**config.mk**
```make
export PLATFORM = sky130hd
export DESIGN_NAME = pll_phase_autotune
export DESIGN_NICKNAME = d
export VERILOG_FILES = /design/src/rtl/pll_phase_autotune_pkg.sv /design/src/rtl/pll_phase_stepper.sv /design/src/rtl/pll_phase_autotune.sv
export SDC_FILE = /design/constraint.sdc
export NUM_CORES = 1
export LEC_CHECK = 0
export ABC_AREA = 1
export CAP_MARGIN = 10
export CORE_MARGIN = 4
export CORE_UTILIZATION = 52
export DETAILED_ROUTE_END_ITERATION = 10
export PLACE_DENSITY = 0.81
export SKIP_LAST_GASP = 1
export SLEW_MARGIN = 20
export SYNTH_ARGS = -nofsm -noshare
export SYNTH_HDL_FRONTEND = slang
export SYNTH_SLANG_ARGS = --single-unit
```
**constraint.sdc**
```tcl
create_clock -name clk -period 6.9 [get_ports clk]
set_clock_uncertainty 0.1 [all_clocks]
set_input_delay 1.38 -clock clk [delete_from_list [all_inputs] [get_ports clk]]
set_output_delay 1.38 -clock clk [all_outputs]
set_load 0.005 [all_outputs]
```
**src/rtl/pll_phase_autotune_pkg.sv**
```systemverilog
// ============================================================================
// Module      : pll_phase_autotune_pkg
// Description : Shared states, step modes and width helper for the SDRAM
//               clock phase autotuner.
// Revision    : 1.0 - initial release
// ============================================================================
`default_nettype none

package pll_phase_autotune_pkg;

    typedef enum logic [3:0] {
        IDLE    = 4'd0,
        SETTLE  = 4'd1,
        SNAP    = 4'd2,
        DWELL   = 4'd3,
        EVAL    = 4'd4,
        STEP_HI = 4'd5,
        STEP_LO = 4'd6,
        CENTER  = 4'd7,
        MOVE    = 4'd8,
        DONE    = 4'd9
    } state_t;

    // Where the FSM resumes once a single step has completed.
    typedef enum logic [1:0] {
        MODE_SWEEP = 2'd0,
        MODE_WRAP  = 2'd1,
        MODE_MOVE  = 2'd2
    } step_mode_t;

    localparam int c_snap_warmup = 16;

    function automatic int phase_width(input int steps);
        return $clog2(steps);
    endfunction

endpackage

`default_nettype wire

```
**src/rtl/pll_phase_stepper.sv**
```systemverilog
// ============================================================================
// Module      : pll_phase_stepper
// Description : One PLL phase step per request: phasestep high then low for
//               C_pulse_cycles each; offset counter advances on the fall.
// Revision    : 1.0 - initial release
// ============================================================================
`default_nettype none

module pll_phase_stepper
    import pll_phase_autotune_pkg::*;
#(
    parameter int C_phase_steps  = 32,
    parameter int C_pulse_cycles = 4
) (
    input  logic                                   clk,
    input  logic                                   reset,
    input  logic                                   clear,
    input  logic                                   req,
    output logic                                   busy,
    output logic                                   ack,
    output logic                                   phasestep,
    output logic [phase_width(C_phase_steps)-1:0]  phase
);

    localparam int          c_w          = phase_width(C_phase_steps);
    localparam logic [15:0] c_pulse_last = 16'(C_pulse_cycles - 1);
    localparam logic [c_w-1:0] c_phase_one = c_w'(1);

    logic           r_busy;
    logic           r_ack;
    logic           r_phasestep;
    logic [15:0]    r_cnt;
    logic [c_w-1:0] r_phase;

    always_ff @(posedge clk or posedge reset) begin
        if (reset) begin
            r_busy      <= 1'b0;
            r_ack       <= 1'b0;
            r_phasestep <= 1'b0;
            r_cnt       <= '0;
            r_phase     <= '0;
        end else begin
            r_ack <= 1'b0;
            if (clear) begin
                r_phase <= '0;
            end
            if (!r_busy) begin
                if (req) begin
                    r_busy      <= 1'b1;
                    r_phasestep <= 1'b1;
                    r_cnt       <= '0;
                end
            end else if (r_cnt != c_pulse_last) begin
                r_cnt <= r_cnt + 16'd1;
            end else begin
                r_cnt <= '0;
                if (r_phasestep) begin
                    // The PLL acts on the falling strobe, so the offset moves here.
                    r_phasestep <= 1'b0;
                    r_phase     <= r_phase + c_phase_one;
                end else begin
                    r_busy <= 1'b0;
                    r_ack  <= 1'b1;
                end
            end
        end
    end

    assign busy      = r_busy;
    assign ack       = r_ack;
    assign phasestep = r_phasestep;
    assign phase     = r_phase;

endmodule

`default_nettype wire

```
**src/rtl/pll_phase_autotune.sv**
```systemverilog
// ============================================================================
// Module      : pll_phase_autotune
// Description : Sweeps the SDRAM clock phase over one period, maps pass/fail
//               per offset and parks the PLL mid longest circular pass window.
// Revision    : 1.0 - initial release
// ============================================================================
`default_nettype none

module pll_phase_autotune
    import pll_phase_autotune_pkg::*;
#(
    parameter int C_phase_steps   = 32,
    parameter int C_pulse_cycles  = 4,
    parameter int C_settle_cycles = 256,
    parameter int C_dwell_cycles  = 1048576
) (
    input  logic                     clk,
    input  logic                     reset,
    input  logic                     start,
    input  logic [31:0]              passcount,
    input  logic [31:0]              failcount,
    output logic                     phasedir,
    output logic                     phasestep,
    output logic                     tester_hold,
    output logic                     busy,
    output logic                     done,
    output logic                     no_window,
    output logic [7:0]               phase,
    output logic [7:0]               best_phase,
    output logic [C_phase_steps-1:0] pass_map
);

    localparam int             c_w           = phase_width(C_phase_steps);
    localparam logic [31:0]    c_settle_last = 32'(C_settle_cycles - 1);
    localparam logic [31:0]    c_snap_last   = 32'(c_snap_warmup - 1);
    localparam logic [31:0]    c_dwell_last  = 32'(C_dwell_cycles - 1);
    localparam logic [c_w-1:0] c_phase_last  = c_w'(C_phase_steps - 1);
    localparam logic [c_w-1:0] c_one_w       = c_w'(1);
    localparam logic [c_w:0]   c_len_full    = (c_w + 1)'(C_phase_steps);
    localparam logic [c_w:0]   c_one_len     = (c_w + 1)'(1);
    localparam logic [c_w:0]   c_idx_last    = '1;

    state_t                 r_state;
    state_t                 w_state_nx;
    step_mode_t             r_mode;
    logic [31:0]            r_cnt;
    logic [31:0]            r_pass0;
    logic [31:0]            r_fail0;
    logic [C_phase_steps-1:0] r_pass_map;
    logic                   r_no_window;
    logic [c_w-1:0]         r_best_phase;
    logic [c_w-1:0]         r_move_left;
    logic [c_w:0]           r_idx;
    logic [c_w-1:0]         r_cur_start;
    logic [c_w:0]           r_cur_len;
    logic [c_w-1:0]         r_best_start;
    logic [c_w:0]           r_best_len;

    logic                   w_step_req;
    logic                   w_step_clear;
    logic                   w_step_busy;
    logic                   w_step_ack;
    logic [c_w-1:0]         w_phase;
    logic                   w_point_pass;
    logic                   w_scan_bit;
    logic [c_w-1:0]         w_cur_start_nx;
    logic [c_w:0]           w_cur_len_nx;
    logic [c_w-1:0]         w_best_start_nx;
    logic [c_w:0]           w_best_len_nx;
    logic [c_w-1:0]         w_best_phase;

    pll_phase_stepper #(
        .C_phase_steps  (C_phase_steps),
        .C_pulse_cycles (C_pulse_cycles)
    ) u_stepper (
        .clk       (clk),
        .reset     (reset),
        .clear     (w_step_clear),
        .req       (w_step_req),
        .busy      (w_step_busy),
        .ack       (w_step_ack),
        .phasestep (phasestep),
        .phase     (w_phase)
    );

    always_ff @(posedge clk or posedge reset) begin
        if (reset) begin
            r_state <= IDLE;
        end else begin
            r_state <= w_state_nx;
        end
    end

    always_comb begin
        w_state_nx   = r_state;
        w_step_req   = 1'b0;
        w_step_clear = 1'b0;
        unique case (r_state)
            IDLE: begin
                if (start) begin
                    w_step_clear = 1'b1;
                    w_state_nx   = SETTLE;
                end
            end
            SETTLE:  if (r_cnt == c_settle_last) w_state_nx = SNAP;
            SNAP:    if (r_cnt == c_snap_last)   w_state_nx = DWELL;
            DWELL:   if (r_cnt == c_dwell_last)  w_state_nx = EVAL;
            EVAL:    w_state_nx = STEP_HI;
            STEP_HI: begin
                if (!w_step_busy) begin
                    w_step_req = 1'b1;
                    w_state_nx = STEP_LO;
                end
            end
            STEP_LO: begin
                if (w_step_ack) begin
                    unique case (r_mode)
                        MODE_WRAP: w_state_nx = CENTER;
                        MODE_MOVE: w_state_nx = MOVE;
                        default:   w_state_nx = SETTLE;
                    endcase
                end
            end
            CENTER:  if (r_idx == c_idx_last) w_state_nx = MOVE;
            MOVE:    w_state_nx = (r_move_left == '0) ? DONE : STEP_HI;
            DONE:    w_state_nx = IDLE;
            default: w_state_nx = IDLE;
        endcase
    end

    // A stalled tester (no new passes) is treated as failing.
    assign w_point_pass = (failcount == r_fail0) && (passcount != r_pass0);

    // Serial run-length scan over two laps of the map finds wrapping windows.
    always_comb begin
        w_scan_bit      = r_pass_map[r_idx[c_w-1:0]];
        w_cur_start_nx  = r_cur_start;
        w_cur_len_nx    = r_cur_len;
        w_best_start_nx = r_best_start;
        w_best_len_nx   = r_best_len;
        if (w_scan_bit) begin
            if (r_cur_len == '0) begin
                w_cur_start_nx = r_idx[c_w-1:0];
            end
            if (r_cur_len != c_len_full) begin
                w_cur_len_nx = r_cur_len + c_one_len;
            end
        end else begin
            w_cur_len_nx = '0;
        end
        if (w_cur_len_nx > r_best_len) begin
            w_best_len_nx   = w_cur_len_nx;
            w_best_start_nx = w_cur_start_nx;
        end
        if ((w_best_len_nx == '0) || (w_best_len_nx == c_len_full)) begin
            w_best_phase = '0;
        end else begin
            w_best_phase = w_best_start_nx + w_best_len_nx[c_w:1];
        end
    end

    always_ff @(posedge clk or posedge reset) begin
        if (reset) begin
            r_mode       <= MODE_SWEEP;
            r_cnt        <= '0;
            r_pass0      <= '0;
            r_fail0      <= '0;
            r_pass_map   <= '0;
            r_no_window  <= 1'b0;
            r_best_phase <= '0;
            r_move_left  <= '0;
            r_idx        <= '0;
            r_cur_start  <= '0;
            r_cur_len    <= '0;
            r_best_start <= '0;
            r_best_len   <= '0;
        end else begin
            r_cnt <= (w_state_nx != r_state) ? '0 : r_cnt + 32'd1;
            case (r_state)
                IDLE: begin
                    if (start) begin
                        r_pass_map  <= '0;
                        r_no_window <= 1'b0;
                    end
                end
                SNAP: begin
                    if (r_cnt == c_snap_last) begin
                        r_pass0 <= passcount;
                        r_fail0 <= failcount;
                    end
                end
                EVAL: begin
                    r_pass_map[w_phase] <= w_point_pass;
                    r_mode       <= (w_phase == c_phase_last) ? MODE_WRAP : MODE_SWEEP;
                    r_idx        <= '0;
                    r_cur_start  <= '0;
                    r_cur_len    <= '0;
                    r_best_start <= '0;
                    r_best_len   <= '0;
                end
                CENTER: begin
                    r_idx        <= r_idx + c_one_len;
                    r_cur_start  <= w_cur_start_nx;
                    r_cur_len    <= w_cur_len_nx;
                    r_best_start <= w_best_start_nx;
                    r_best_len   <= w_best_len_nx;
                    if (r_idx == c_idx_last) begin
                        r_no_window  <= (w_best_len_nx == '0);
                        r_best_phase <= w_best_phase;
                        r_move_left  <= w_best_phase;
                        r_mode       <= MODE_MOVE;
                    end
                end
                MOVE: begin
                    if (r_move_left != '0) begin
                        r_move_left <= r_move_left - c_one_w;
                    end
                end
                default: ;
            endcase
        end
    end

    assign phasedir    = 1'b0;
    assign tester_hold = (r_state == SETTLE)  || (r_state == STEP_HI) ||
                         (r_state == STEP_LO) || (r_state == CENTER)  ||
                         (r_state == MOVE);
    assign busy        = (r_state != IDLE) && (r_state != DONE);
    assign done        = (r_state == DONE);
    assign no_window   = r_no_window;
    assign phase       = {{(8 - c_w){1'b0}}, w_phase};
    assign best_phase  = {{(8 - c_w){1'b0}}, r_best_phase};
    assign pass_map    = r_pass_map;

endmodule

`default_nettype wire

```
### Word level (Yosys, flattened, before mapping)

Index checks and enable logic that the tools add are counted.

* $add $sub $neg: 7
* equal/unequal tests: 27
* reduce and logical (&&, ||, !) cells: 26
* $lt $le $gt $ge: 4
* muxes and demuxes: 60

Operator list (number)
* two-way mux 32 bit: 2
* case mux 32 bit (2 select lines): 1
* two-way mux 5 bit: 10
* two-way mux 16 bit: 3
* case mux 4 bit (9 select lines): 1
* case mux 6 bit (2 select lines): 3
* adder 32 x 1 -> 32 bit, second input constant: 1
* bitwise mux 32 bit: 1
* equality test 32 x 20 -> 1 bit, second input constant: 1
* equality test 32 bit: 1
* equality test 32 x 4 -> 1 bit, second input constant: 1
* equality test 32 x 8 -> 1 bit, second input constant: 1
* two-way mux 4 bit: 8
* != test 32 bit: 1
* case mux 5 bit (2 select lines): 3
* two-way mux 1 bit: 19
* two-way mux 6 bit: 3
* adder 16 x 1 -> 16 bit, second input constant: 1
* equality test 4 x 3 -> 1 bit, second input constant: 4
* != test 16 x 2 -> 1 bit, second input constant: 1
* adder 6 x 1 -> 6 bit, second input constant: 2
* equality test 6 bit, second input constant: 2
* logical NOT 6 bit: 2
* < comparator 5 x 6 -> 1 bit, second input constant: 2
* 30 further kinds: 50

* register bits: 197
* word-level logic and storage cells: 143
* input bits: 67

### Logic depth before layout (Yosys ltp)

* depth in word-level cells: 10
* depth in mapped cells: 34
* gate-level depth less buffers: 32

### Hierarchy

From an unflattened synthesis, not the netlist that was laid out.

* cell total of the unflattened synthesis: 1432
* area total of the unflattened synthesis: 11138.2 sq um

By module, submodules not included
* pll_phase_autotune: times used 1, area each 9614.2 sq um, cells an instance 1204, sequential area each 4329.2 sq um
* pll_phase_stepper: times used 1, area each 1524.0 sq um, cells an instance 228, sequential area each 600.6 sq um

### Worst setup path after synthesis

Ideal clock, no wire load.

* path kind: register to register
* from: reg r_idx[0]
* to: reg r_move_left[4]
* arrival: 3.451 ns
* setup slack: 3.233 ns
* period minus slack after synthesis: 3.667 ns
* required time: 6.683 ns
* stages on the path, launching flop included: 32
* cells stage by stage: dfrtp_1 > buf_6 > buf_8 > nand2_1 > nand3_1 > nand3_1 > nand2_1 > nand2_1 > nand3_2 > nand2_1 > inv_1 > nand2_1 > inv_1 > ha_1 > inv_1 > o21bai_1 > nand3_4 > nand2_4 > nand2_4 > buf_6 > o21ai_2 > inv_2 > ha_1 > ha_1 > inv_1 > nand2_1 > nand3_2 > nand3_1 > nand3_2 > nand2_1 > nand2_1 > nand2_1

* cells in the longest elaborated chain, start to end: 10
* elaborated cells between the ends (all ways): 18
* classes of those cells: add/sub (1); order compare (1); eq/ne (3); mux (10); reduce/logical (3)

RTL lines
* start: declaration: line pll_phase_autotune.sv:53 `logic [c_w:0] r_idx;`
* start signal: assignment: line pll_phase_autotune.sv:202 `r_idx <= r_idx + c_one_len;`
* parallel branches: the longest is 10 deep, another holds greater-than comparator 6 bit
* end signal: assignment: line pll_phase_autotune.sv:210 `r_move_left <= w_best_phase;`
* end signal: assignment: line pll_phase_autotune.sv:216 `r_move_left <= r_move_left - c_one_w;`
* end: declaration: line pll_phase_autotune.sv:52 `logic [c_w-1:0] r_move_left;`

Several ways; the timed one is not identified. The select of a mux whose other input is x is not followed.
A chain may end at the register's enable or synchronous reset.

### Final worst setup path

Same ends and word-level chain as after synthesis.

==> reports/metrics.sh <==
OUTCOME='finished, final reports clean'
CRITPATHREQUIREDTIME_NS=7.14
CTS_RESIZED=0
YOSYS.CELL_TYPES.COUNT=53
DRC_MARKER_COUNT_FROM_THE_FIRST_DETAILED_ROUTE_ITERATION=754
CTS-ROOT-BUF='clkbuf_16'
CLOCK_PATH_BUFFERS=2
SYNTH_AREA_SQ_MM=0.0109
SYNTHTOPCELLSBYAREA='dfrtp_1 (45%), nand2_1 (9.3%), inv_1 (5.7%)'
YS_FF_LATCH=197
GRT_REMAINING_OVERFLOW=0
POST-SYNTH-TOP-COUNT-CELL='nand2_1'
CRIT_PATH_MAX_FANOUT=21
FINALSETUPVIOLATIONS=0
FINISH.UTILIZATION_PCT=62.7
MIN_PERIOD_NS=4.54
CP_SLOWEST_CELL='dfrtp_1'
BUFFER_PORTS.INSERTED=113
CP-START-KIND='flip-flop'
POST-ROUTE-DRC-COUNT=0
CRITICAL-PATH-TOP-CELL-BY-COUNT='nand2_1'
DIEHEIGHT_UM=153
DPL_CELL_AREA_SQ_MM=0.0122
DP_WORST_SETUP_SLACK_NS=2.44
NETLIST_TOP_CELLS_COUNT='nand2_1 (269), dfrtp_1 (197), inv_1 (164)'
COUNT_OF_MAX_CAP_CONSTRAINT_VIOLATIONS=0
SYNTHESIS.AREA_PER_INSTANCE_SQ_UM=8.24
OVERALL_DIE_WIDTH_UM=153
DRT_PASS1_ITERATIONS=5
YOSYSSEQAREASHARE_PCT=45.3
TRACK_USAGE_PCT=21.9
SYNTHARSTFLOPSHARE_PCT=100
CTS-HTREE-LEVELS=4
TOTAL_POWER_mW=2.32
FINISH.CELL_COUNT_WITHOUT_FILLERS=1703
SYNTH_TOP_AREA_SHARE_PCT=45.3
DETAIL_ROUTE.WL_PER_CELL_UM=15.0
POWER.DENSITY_mW_PER_MM2=181
CP_SLOWEST_STAGE_DELAY_NS=0.76
SYNTH_CELLS=1321
DETAILEDPLACEMENTHPWL_MM=18.1
KIND_OF_CAPTURE_POINT_OF_THE_WORST_SETUP_PATH='flip-flop'
TRITONCTS='yes'
FINAL_LAYOUT_SIZE_SUFFIX_GT1_SHARE_PCT=9.00
CTS_HOLD_REPAIR.BUFFERS=0
AREA_ADDED_BETWEEN_SYNTHESIS_AND_FINISH_PCT=17.7
FINAL_CRITICAL_PATH_SETUP_SLACK_NS=2.36
POST-CTS-SETUP-BUFFERS=0
HOLD_WS_NS=0.359
PIN_COUNT=121
GLOBAL_PLACER_S_FINAL_WEIGHTED_CONGESTION=0.864
FP.DIEAREA_SQ_MM=0.0233
PEAKVDDDROP_uV=160
FIRST_GLOBAL_VIAS=9080
WORSTPATHARRIVAL_NS=4.77
FINAL_NET_COUNT=1507
NUMBER_OF_FLOPS_MAPPED_TO_ENABLE_CELLS_BY_YOSYS=0
ANT_NETS=0
WORSTSETUPPATHTYPE='reg2reg'
WORSTMARGINPINSLEW_NS=0.842
REPORT.FINAL.SLEW_VIOL_COUNT=0
PATH_CLK_SLEW_NS=0.07
SETUP_TOTAL_NEGATIVE_SLACK_NS=0
VIAS=9366
NUMBER_OF_CELLS_ON_THE_WORST_HOLD_PATH=1
HOLD_VIOLATIONS=0
LAYOUT_WORST_PATH_CYCLE_SHARE_PCT=65.8
CLOCK_SINKS=197
N_ANTENNA_CELL=0
NUMCTSBUFFERS=17
HOLD_PATH_CLASS='reg2reg'
CLOCK.FMAX_GHz=0.220
CORE-AREA_SQ_MM=0.0204
MAXIMUM_NUMBER_OF_PINS_ON_ONE_NET_BEFORE_GLOBAL_ROUTE_REPAIR=150
DRT-VIAS-PER-INSTANCE=5.50
R2R_CELLS=27
WORST_SKEW_PAIR.LATE_LATENCY_NS=0.44
MAXSLEWHEADROOM_PCT=43.7
CELL_COUNT_AFTER_PLACEMENT=1671
TOTAL_LEAKAGE_POWER_nW=5.80
SYNTH.LARGEST_AREA_CELL='dfrtp_1'
PLACEMENTROWS=52
DOMINANTREGCELLSYNTH='dfrtp_1'
ANTENNA_FOUND_INITIAL=0
FLOORPLAN.INITIALDENSITY_PCT=53.3
SETUP_REPAIR_AFTER_GLOBAL_ROUTING_MISSED_ITS_MARGIN='false'
TOTALWIRELENGTH_MM=25.5
GRT_PASS1_WL_MM=43.0
FINAL_INSTANCE_AREA_SQ_MM=0.0128
SYNTH_WARNINGS=0
## layout make-up
type / instances / area, sq um
multi-input cells: 916 / 5120
clock inverters: 12 / 170
flip-flops and latches: 197 / 4930
well taps: 270 / 338
repair buffers: 117 / 1170
inverters: 172 / 658
clock buffers: 19 / 433
fillers: 1678 / 7610
## cell usage in the layout (no fill, tap or decap), drive strengths merged, types with 23 or more instances in the layout
| cell type | synthesis | routed |
|---|---|---|
| nand3 | 111 | 111 |
| mux2 | 34 | 34 |
| nor2 | 93 | 93 |
| nand2 | 280 | 280 |
| o21ai | 121 | 121 |
| dfrtp | 197 | 197 |
| xnor2 | 39 | 39 |
| nor3 | 44 | 44 |
| nand4 | 30 | 30 |
| a21oi | 23 | 23 |
| clkdlybuf4s50 | 0 | 113 |
| inv | 170 | 173 |
## logic make-up after synthesis
family          count (synthesis)  synth area share (%)
compound gates                182                  9.36
xor+xnor                       59                  4.75
fa+ha+maj                      19                  2.18
buf+inv                       214                  7.99
flops                         197                  45.3
mux                            34                  3.52
other cells                     1                0.0344
simple gates                  615                  26.9
## power by group
part	total (mW)	internal [mW]	switching (mW)
Sequential	1.17	1.16	0.00681
Clock	1.03	0.577	0.458
Combinational	0.110	0.0588	0.0514
## sequential cells by signal, summed over array words and instances, names as in the netlist
signal	flops
pass_map	32
r_cnt	32
r_fail0	32
r_pass0	32
u_stepper.r_cnt	16
r_best_len	6
r_cur_len	6
r_idx	6
r_best_phase	5
r_best_start	5
r_cur_start	5
r_move_left	5
u_stepper.phase	5
r_state	4
r_mode	2
no_window	1
u_stepper.ack	1
u_stepper.busy	1
u_stepper.phasestep	1
## critical path: cells and delay by family, from the launching register on
family,cells,cell delay [ns]
flops,1,0.76
compound gates,3,0.53
simple gates,17,1.70
fa+ha+maj,2,0.66
buf+inv,5,0.68
## final timing paths
check	startpoint	end	slack, ns
setup / recovery	r_idx[0]	r_move_left[4]	2.36
hold / removal	r_cnt[0]	r_cnt[0]	0.36
setup reg to reg	r_idx[0]	r_move_left[4]	2.36
hold reg to reg	r_cnt[0]	r_cnt[0]	0.36
max in group asynchronous	reset	pass_map[10]	4.15
min in group asynchronous	reset	r_pass0[27]	1.30
## metal layers
metal	up-vias	wire [um]	part of all wire [%]	track usage [%]
li1	4547	-	-	-
met1	4465	10800	42	27.8
met2	301	12200	48	36.6
met3	53	1900	7.4	6.42
met4	0	587	2.3	6.66
met5	-	0	0	0
Power figures use the tool's default switching activity.
